### src/rtl/unit_sched_pkg.sv
// Shared definitions for the window scheduler: FSM encoding and the default
// image geometry / pooled-result latency.
package unit_sched_pkg;

  localparam int DEF_IMG_W    = 28;
  localparam int DEF_IMG_H    = 28;
  localparam int DEF_PIPE_LAT = 3;

  // 2-bit scheduler state encoding.
  typedef enum logic [1:0] {
    ST_IDLE  = 2'd0,
    ST_RUN   = 2'd1,
    ST_DRAIN = 2'd2,
    ST_DONE  = 2'd3
  } sched_state_t;

endpackage

### src/rtl/sched_delay_line.sv
// 1-bit tag delay line. A tag entering on i_tag appears on o_tag DEPTH cycles
// later. The line shifts every cycle, so input stalls never hold a tag back.
// o_in_flight is set while any tag has not yet reached the output stage, i.e.
// the line will still produce an o_tag pulse after the current cycle.
module sched_delay_line #(
  parameter int DEPTH = 3
) (
  input  logic i_clk,
  input  logic i_rst_n,
  input  logic i_tag,
  output logic o_tag,
  output logic o_in_flight
);

  logic [DEPTH-1:0] r_sr;
  logic [DEPTH-1:0] w_sr_next;
  logic             w_in_flight;

  // Next shift-register value: everything moves one stage toward the output.
  always_comb begin
    w_sr_next    = r_sr << 1;
    w_sr_next[0] = i_tag;
  end

  // Tags still short of the output stage (the output stage leaves this cycle).
  always_comb begin
    w_in_flight = 1'b0;
    for (int i = 0; i < DEPTH - 1; i++) begin
      w_in_flight = w_in_flight | r_sr[i];
    end
  end

  // Shift register, cleared asynchronously.
  always_ff @(posedge i_clk or negedge i_rst_n) begin
    if (!i_rst_n) begin
      r_sr <= '0;
    end else begin
      r_sr <= w_sr_next;
    end
  end

  assign o_tag       = r_sr[DEPTH-1];
  assign o_in_flight = w_in_flight;

endmodule

### src/rtl/unit_sched.sv
// Control scheduler for a 3x3 conv + 2x2 pool unit. Walks the conv windows of
// one image in raster order, marks row starts and pooling phase, and emits a
// pooled-pixel valid PIPE_LAT cycles after each window that completes a 2x2
// pool block. Drives control pins only; no pixel data passes through here.
//
// Handshake: in_valid means a column word is present this cycle. In RUN the
// window advances exactly on cycles with in_valid=1 (enable = in_valid); a
// cycle with in_valid=0 is a stall that holds rd_row/rd_col and suppresses
// num_block_change. There is no back-pressure: out_valid is a one-cycle strobe
// and is never held by stalls.
module unit_sched
  import unit_sched_pkg::*;
#(
  parameter int IMG_W    = DEF_IMG_W,
  parameter int IMG_H    = DEF_IMG_H,
  parameter int PIPE_LAT = DEF_PIPE_LAT
) (
  input  logic                     clk,
  input  logic                     rst,
  input  logic                     start,
  input  logic                     in_valid,
  output logic                     busy,
  output logic [$clog2(IMG_H)-1:0] rd_row,
  output logic [$clog2(IMG_W)-1:0] rd_col,
  output logic                     enable,
  output logic                     num_block_change,
  output logic                     i_2,
  output logic                     out_valid,
  output logic                     done
);

  localparam int OW = IMG_W - 2;
  localparam int OH = IMG_H - 2;
  localparam int RW = $clog2(IMG_H);
  localparam int CW = $clog2(IMG_W);
  localparam logic [RW-1:0] ROW_LAST = RW'(OH - 1);
  localparam logic [CW-1:0] COL_LAST = CW'(OW - 1);

  sched_state_t  r_state;
  logic          r_busy;
  logic          r_done;
  logic [RW-1:0] r_row;
  logic [CW-1:0] r_col;

  logic w_en;
  logic w_col_last;
  logic w_row_last;
  logic w_last_win;
  logic w_tag;
  logic w_out_tag;
  logic w_in_flight;

  assign w_en       = (r_state == ST_RUN) & in_valid;
  assign w_col_last = (r_col == COL_LAST);
  assign w_row_last = (r_row == ROW_LAST);
  assign w_last_win = w_en & w_col_last & w_row_last;
  // Odd row and odd column closes a 2x2 pool block.
  assign w_tag      = w_en & r_row[0] & r_col[0];

  // Raster window counters; wrap to (0,0) after the last window of the image.
  always_ff @(posedge clk or negedge rst) begin
    if (!rst) begin
      r_row <= '0;
      r_col <= '0;
    end else if (w_en) begin
      if (w_col_last) begin
        r_col <= '0;
        r_row <= w_row_last ? '0 : r_row + 1'b1;
      end else begin
        r_col <= r_col + 1'b1;
      end
    end
  end

  // Scheduler FSM with registered busy/done.
  always_ff @(posedge clk or negedge rst) begin
    if (!rst) begin
      r_state <= ST_IDLE;
      r_busy  <= 1'b0;
      r_done  <= 1'b0;
    end else begin
      case (r_state)
        ST_IDLE: begin
          if (start) begin
            r_state <= ST_RUN;
            r_busy  <= 1'b1;
          end
        end
        ST_RUN: begin
          if (w_last_win) begin
            r_state <= ST_DRAIN;
          end
        end
        ST_DRAIN: begin
          // Leave once the final tag has reached the output stage.
          if (!w_in_flight) begin
            r_state <= ST_DONE;
            r_done  <= 1'b1;
          end
        end
        ST_DONE: begin
          r_state <= ST_IDLE;
          r_busy  <= 1'b0;
          r_done  <= 1'b0;
        end
        default: begin
          r_state <= ST_IDLE;
          r_busy  <= 1'b0;
          r_done  <= 1'b0;
        end
      endcase
    end
  end

  sched_delay_line #(
    .DEPTH(PIPE_LAT)
  ) u_delay (
    .i_clk      (clk),
    .i_rst_n    (rst),
    .i_tag      (w_tag),
    .o_tag      (w_out_tag),
    .o_in_flight(w_in_flight)
  );

  assign busy             = r_busy;
  assign done             = r_done;
  assign rd_row           = r_row;
  assign rd_col           = r_col;
  assign enable           = w_en;
  assign num_block_change = w_en & (r_col == '0);
  assign i_2              = r_row[0];
  assign out_valid        = w_out_tag;

endmodule

### config.mk
export PLATFORM = sky130hd
export DESIGN_NAME = unit_sched
export DESIGN_NICKNAME = d
export VERILOG_FILES = /design/src/rtl/unit_sched_pkg.sv /design/src/rtl/sched_delay_line.sv /design/src/rtl/unit_sched.sv
export SDC_FILE = /design/constraint.sdc
export NUM_CORES = 1
export LEC_CHECK = 0
export CAP_MARGIN = 20
export CORE_UTILIZATION = 33
export CTS_BUF_LIST = sky130_fd_sc_hd__clkbuf_2
export DETAILED_ROUTE_END_ITERATION = 8
export PLACE_DENSITY = 0.64
export SYNTH_ARGS = -nofsm -noshare
export SYNTH_HDL_FRONTEND = slang
export SYNTH_HIERARCHICAL = 1
export SYNTH_SLANG_ARGS = --single-unit
### constraint.sdc
create_clock -name clk -period 2.1 [get_ports clk]
set_input_delay 0.42 -clock clk [delete_from_list [all_inputs] [get_ports clk]]
set_output_delay 0.42 -clock clk [all_outputs]
set_load 0.05 [all_outputs]
Word-level counts from Yosys, hierarchy flattened --
Cells that the tools add are included.
Operators by class: add/sub/neg operators 2, mux-type cells 10, reduce and logical (&&, ||, !) cells 8, bitwise gates (word level) 7, eq/ne operators 8
Operator list (count):
- adder 5 x 1 -> 5 bit (second input constant) | 2
- == test 5 bit (second input constant) | 2
- two-way mux 5 bit | 2
- one-hot mux 2 bit (4 select lines) | 1
- bitwise AND 1 bit | 6
- two-way mux 2 bit | 3
- != test 2 bit (second input constant) | 3
- AND reduction 2 bit | 3
- logical NOT 5 bit | 1
- == test 2 bit (second input constant) | 2
- one-hot mux 1 bit (2 select lines) | 2
- nonzero test 2 bit | 2
- AND reduction 3 bit | 1
- == test 2 x 1 -> 1 bit (second input constant) | 1
- logical NOT 2 bit | 1
- two-way mux 1 bit | 2
- bitwise OR 1 bit | 1
Storage, ports and cells: bits of input ports 4, logic and storage cells 41, output and inout bits 16, flip-flop bits (word level) 17

Logic depth before layout (Yosys ltp) --
depth in word-level cells 6, mapped depth 8, mapped depth without buffers 7

Cells and area by module --
Netlist, hierarchy kept.
Modules (own cells, without submodules):
- unit_sched | cells each 87, instances 1, sequential area each 350.3 µm², area an instance 869.6 µm²
- sched_delay_line | cells each 4, instances 1, sequential area each 75.1 µm², area an instance 81.3 µm²

Worst setup path before layout --
No wires, ideal clock.
kind reg-to-reg, start register r_row[0], in the netlist rd_row[0], end register r_state[1], setup time 0.125 ns, arrival time 1.727 ns, period minus slack after synthesis 1.852 ns, data required time 1.975 ns, path buffers 0, stages on the path, launching flop included 6, slack 0.248 ns, cell sequence dfrtp_1 -> ha_1 -> and4b_2 -> nand2_4 -> o22ai_4 -> mux2_4
On the way: longest elaborated chain between the ends 4
Ends and longest elaborated chain:
- from (decl) | RTL line unit_sched.sv:42 | logic [RW-1:0] r_row;
- from (signal assigned) | RTL line unit_sched.sv:68 | r_row <= w_row_last ? '0 : r_row + 1'b1;
- == test 5 bit | RTL line unit_sched.sv:55 | assign w_row_last = (r_row == ROW_LAST);
- bitwise AND 1 bit | RTL line unit_sched.sv:56 | assign w_last_win = w_en & w_col_last & w_row_last;
- != test 2 bit (no source line)
- AND reduction 3 bit (no source line)
- to (signal assigned) | RTL line unit_sched.sv:78 | r_state <= ST_IDLE;
- to (signal assigned) | RTL line unit_sched.sv:85 | r_state <= ST_RUN;
- to (signal assigned) | RTL line unit_sched.sv:91 | r_state <= ST_DRAIN;
- to (decl) | RTL line unit_sched.sv:39 | sched_state_t r_state;
No other way between the ends. A chain may end at the register's enable or synchronous reset.

Worst setup path after layout --
start register r_col[3], in the netlist rd_col[3], end output port rd_col[3]
RTL lines:
- from (decl) | RTL line unit_sched.sv:43 | logic [CW-1:0] r_col;
- from (signal assigned) | RTL line unit_sched.sv:70 | r_col <= r_col + 1'b1;
- to (decl) | RTL line unit_sched.sv:24 | output logic [$clog2(IMG_W)-1:0] rd_col,
No word-level cell between the ends.

==> metrics.md <==
| Metric | Value |
|---|---|
| Final hold vios | 0 |
| Met3 usage | 2.79% |
| Gp weighted congestion | 0.813 |
| Hold Crit Class | reg2reg |
| CTS tree | done |
| Pre-CTS setup slack | 0.198 ns |
| Clock sink total | 17 |
| Lkg Pwr | 0.646 nW |
| Worst path required time | 1.68 ns |
| Mapped cell area | 951 µm² |
| Final setup vio count | 0 |
| DIE HEIGHT | 55.7 µm |
| Worst path cell trace | clkdlybuf4s50_1 |
| Core Rows | 19 |
| Share of cells above drive strength 1 | 15.8% |
| Async SR Flop Fraction | 100% |
| Reg clk slew, reported paths | 0.17 ns |
| Post-synthesis mux area share | 3.68% |
| Remaining antenna violation count | 0 |
| Max-cap violations | 0 |
| Crit-path max FO | 6 |
| Ant. Diodes | 0 |
| Worst setup margin | 0.0631 ns |
| Worst stage delay on the critical path | 0.84 ns |
| Final wirelength | 1940 µm |
| Full die area | 0.00310 mm² |
| Clock root buffer | clkbuf_2 |
| Tot Pwr | 1.36 mW |
| Fin crit share | 97.0% |
| Area Growth Syn to Fin | 31.1% |
| Worst Tran Pin Value | 0.511 ns |
| Core area | 0.00273 mm² |
| EDFF count, synth | 0 |
| Post-Synth Simple-Gate Area | 17.5% |
| Synth Area in Adders | 13.2% |
| RSZ-0062 raised after global routing | true |
| Initial antenna violation count | 0 |
| Slowest stage cell, crit path | clkdlybuf4s50_1 |
| Synth cell types | 32 |
| Drt first-iter violations | 19 |
| Total GRT Usage | 13.5% |
| IO Count | 20 |
| First-pass GRT wire length | 3210 µm |
| Slew HR | 65.9% |
| Slew Viols, Final | 0 |
| Largest net degree at the start of global routing | 18 |
| GRT met1 Usage | 17.7% |
| Routed WL per cell | 13.4 µm |
| Initial core utilization | 34.8% |
| Syn_area_per_cell | 10.4 µm² |
| Kind of end point of the critical path | output pin |
| Sum of buffers and inverters on the critical path | 1 |
| WS Path Type | reg2out |
| Via count of the first global-routing pass | 696 |
| Drt first pass iters | 4 |
| CTS H-tree lvls | 1 |
| Max VDD drop | 0.952 mV |
| Vias | 758 |
| Syn nets | 105 |
| Final design utilization | 45.6% |
| Setup Skew | 0.000871 ns |
| Die width | 55.7 µm |
| Startpoint types | flip-flop |
| YS warnings | 6 |
| Fin nets | 129 |
| Pwr Density | 1090 mW/mm² |
| Fin area | 0.00125 mm² |
| Detail Placement HPWL | 1370 µm |
| Fmax | 491 MHz |
| Placement Cell Area | 0.00119 mm² |
| Largest family of logic cells by synthesized area | simple AND/OR/NAND/NOR gates |
| WP data arrival | 1.62 ns |
| Leading register cell type out of synthesis | dfrtp_1 |
| Minimum clock period | 2.04 ns |
| Clock latency on the worst-skew pair | 0.30 ns |
| WHS | 0.394 ns |
| Top Family by Delay on Critical Path | buffers and inverters |
| Mapped Cells | 91 |
| Gr busiest metal | met2 |
| Residual DRC | 0 |
| Sequential area share after synthesis | 44.7% |
| Grt met2 use | 21.2% |
| Status | finished, final reports clean |
| Clk buf depth | 2 |
| Global route overflow | 0 |
| #FFs+latches synth | 17 |
| Buffers on Ports | 19 |
| Number of vias per cell | 5.23 |
| Compound-Gate Fraction of Synth Area | 15.3% |
| Post-synthesis xor/xnor area fraction | 0% |
| Num CTS Buffers | 3 |
==> report_power, final <==
part,switching [mW],internal [mW]
combinational,0.442,0.244
sequential,0.115,0.404
clock,0.109,0.0432
==> registers in the layout (all words and copies together), names as in the netlist <==
signal / count
done: 1
busy: 1
rd_col: 5
r_state: 2
rd_row: 5
u_delay/r_sr: 3
==> metrics by stage <==
step                      cells  setup TNS (ns)
after global placement      140               0
after global routing        145         -0.0300
after CTS                   145               0
after detailed placement    140               0
after floorplan              91               0
final                       145               0
==> cells in the final DEF, fill, tap and decap left out, types with 2 or more instances in the layout <==
master / count
buf_12: 2
a22o_1: 2
buf_4: 3
nor3_1: 3
dlygate4sd2_1: 2
nand3_1: 5
o21ai_0: 6
a21oi_1: 2
dfrtp_1: 17
inv_1: 8
clkdlybuf4s50_1: 11
nand2_1: 8
o31ai_1: 2
clkbuf_2: 3
a21o_1: 2
mux2i_1: 2
o22ai_1: 2
nor2_1: 2
dlymetal6s2s_1: 4
ha_1: 9
==> worst paths after layout <==
kind	from	endpoint	slack, ns	cells past startpoint
worst max-delay path	rd_col[3]$_DFFE_PN0P_	rd_col[3]	0.06	1
worst min-delay path	u_delay/r_sr[0]$_DFF_PN0_	u_delay/r_sr[1]$_DFF_PN0_	0.39	0
worst max register to register	rd_col[1]$_DFFE_PN0P_	rd_row[4]$_DFFE_PN0P_	0.35	6
worst min register to register	u_delay/r_sr[0]$_DFF_PN0_	u_delay/r_sr[1]$_DFF_PN0_	0.39	0
max in group asynchronous	rst	rd_row[3]$_DFFE_PN0P_	1.49	2
min in group asynchronous	rst	rd_col[4]$_DFFE_PN0P_	0.42	2
==> cell usage after synthesis (2+ instances only) <==
cell	instances	area, µm²
nand2_1	8	30.0
nand3_1	5	25.0
a21o_1	2	15.0
o31ai_1	2	15.0
nor3_1	3	15.0
a21oi_1	2	10.0
ha_1	10	125
mux2i_1	2	20.0
and3_1	2	12.5
nor2_1	3	11.3
a22o_1	2	17.5
o22ai_1	2	12.5
dfrtp_1	17	425
inv_1	8	30.0
o21ai_0	6	30.0
==> cells by family (layout without fill, tap and decap cells) <==
kind of cell,Yosys count,in the layout
AND/OR/NAND/NOR,30,30
AO/OA/AOI/OAI,20,20
flip-flops,17,17
buffers and inverters,11,34
adder cells (fa/ha/maj),10,10
multiplexers,3,3
==> timing repair <==
item                       4_1_cts  5_1_grt
hold endpoints to repair         0        0
hold buffers                     0        0
resized for setup                2        8
cloned                           0        0
setup endpoints to repair        3        6
pin swaps                        0        0
setup buffers                    1        0
==> worst register-to-register path, stage by stage (launching register included) <==
cell and delay, ns:
dfrtp_1 0.46, inv_1 0.11, ha_1 0.16, and4b_1 0.38, nand2_1 0.22, o21ai_0 0.21
o311ai_1 0.11
==> metal layers <==
layer	vias to the layer above	part of all wire, %
met2	19	50
met3	6	3.9
li1	364	-
met4	0	2.2
met5	-	0
met1	369	44
==> area by class of cell <==
class / instances / area [µm²]
fillers: 254 / 1490
clock buffers: 3 / 15.0
multi-input cells: 63 / 492
flip-flops and latches: 17 / 425
repair buffers: 22 / 240
clock inverters: 1 / 5.00
inverters: 8 / 30.0
well taps: 31 / 38.8
Note: power is estimated with default switching activity, not from simulation.
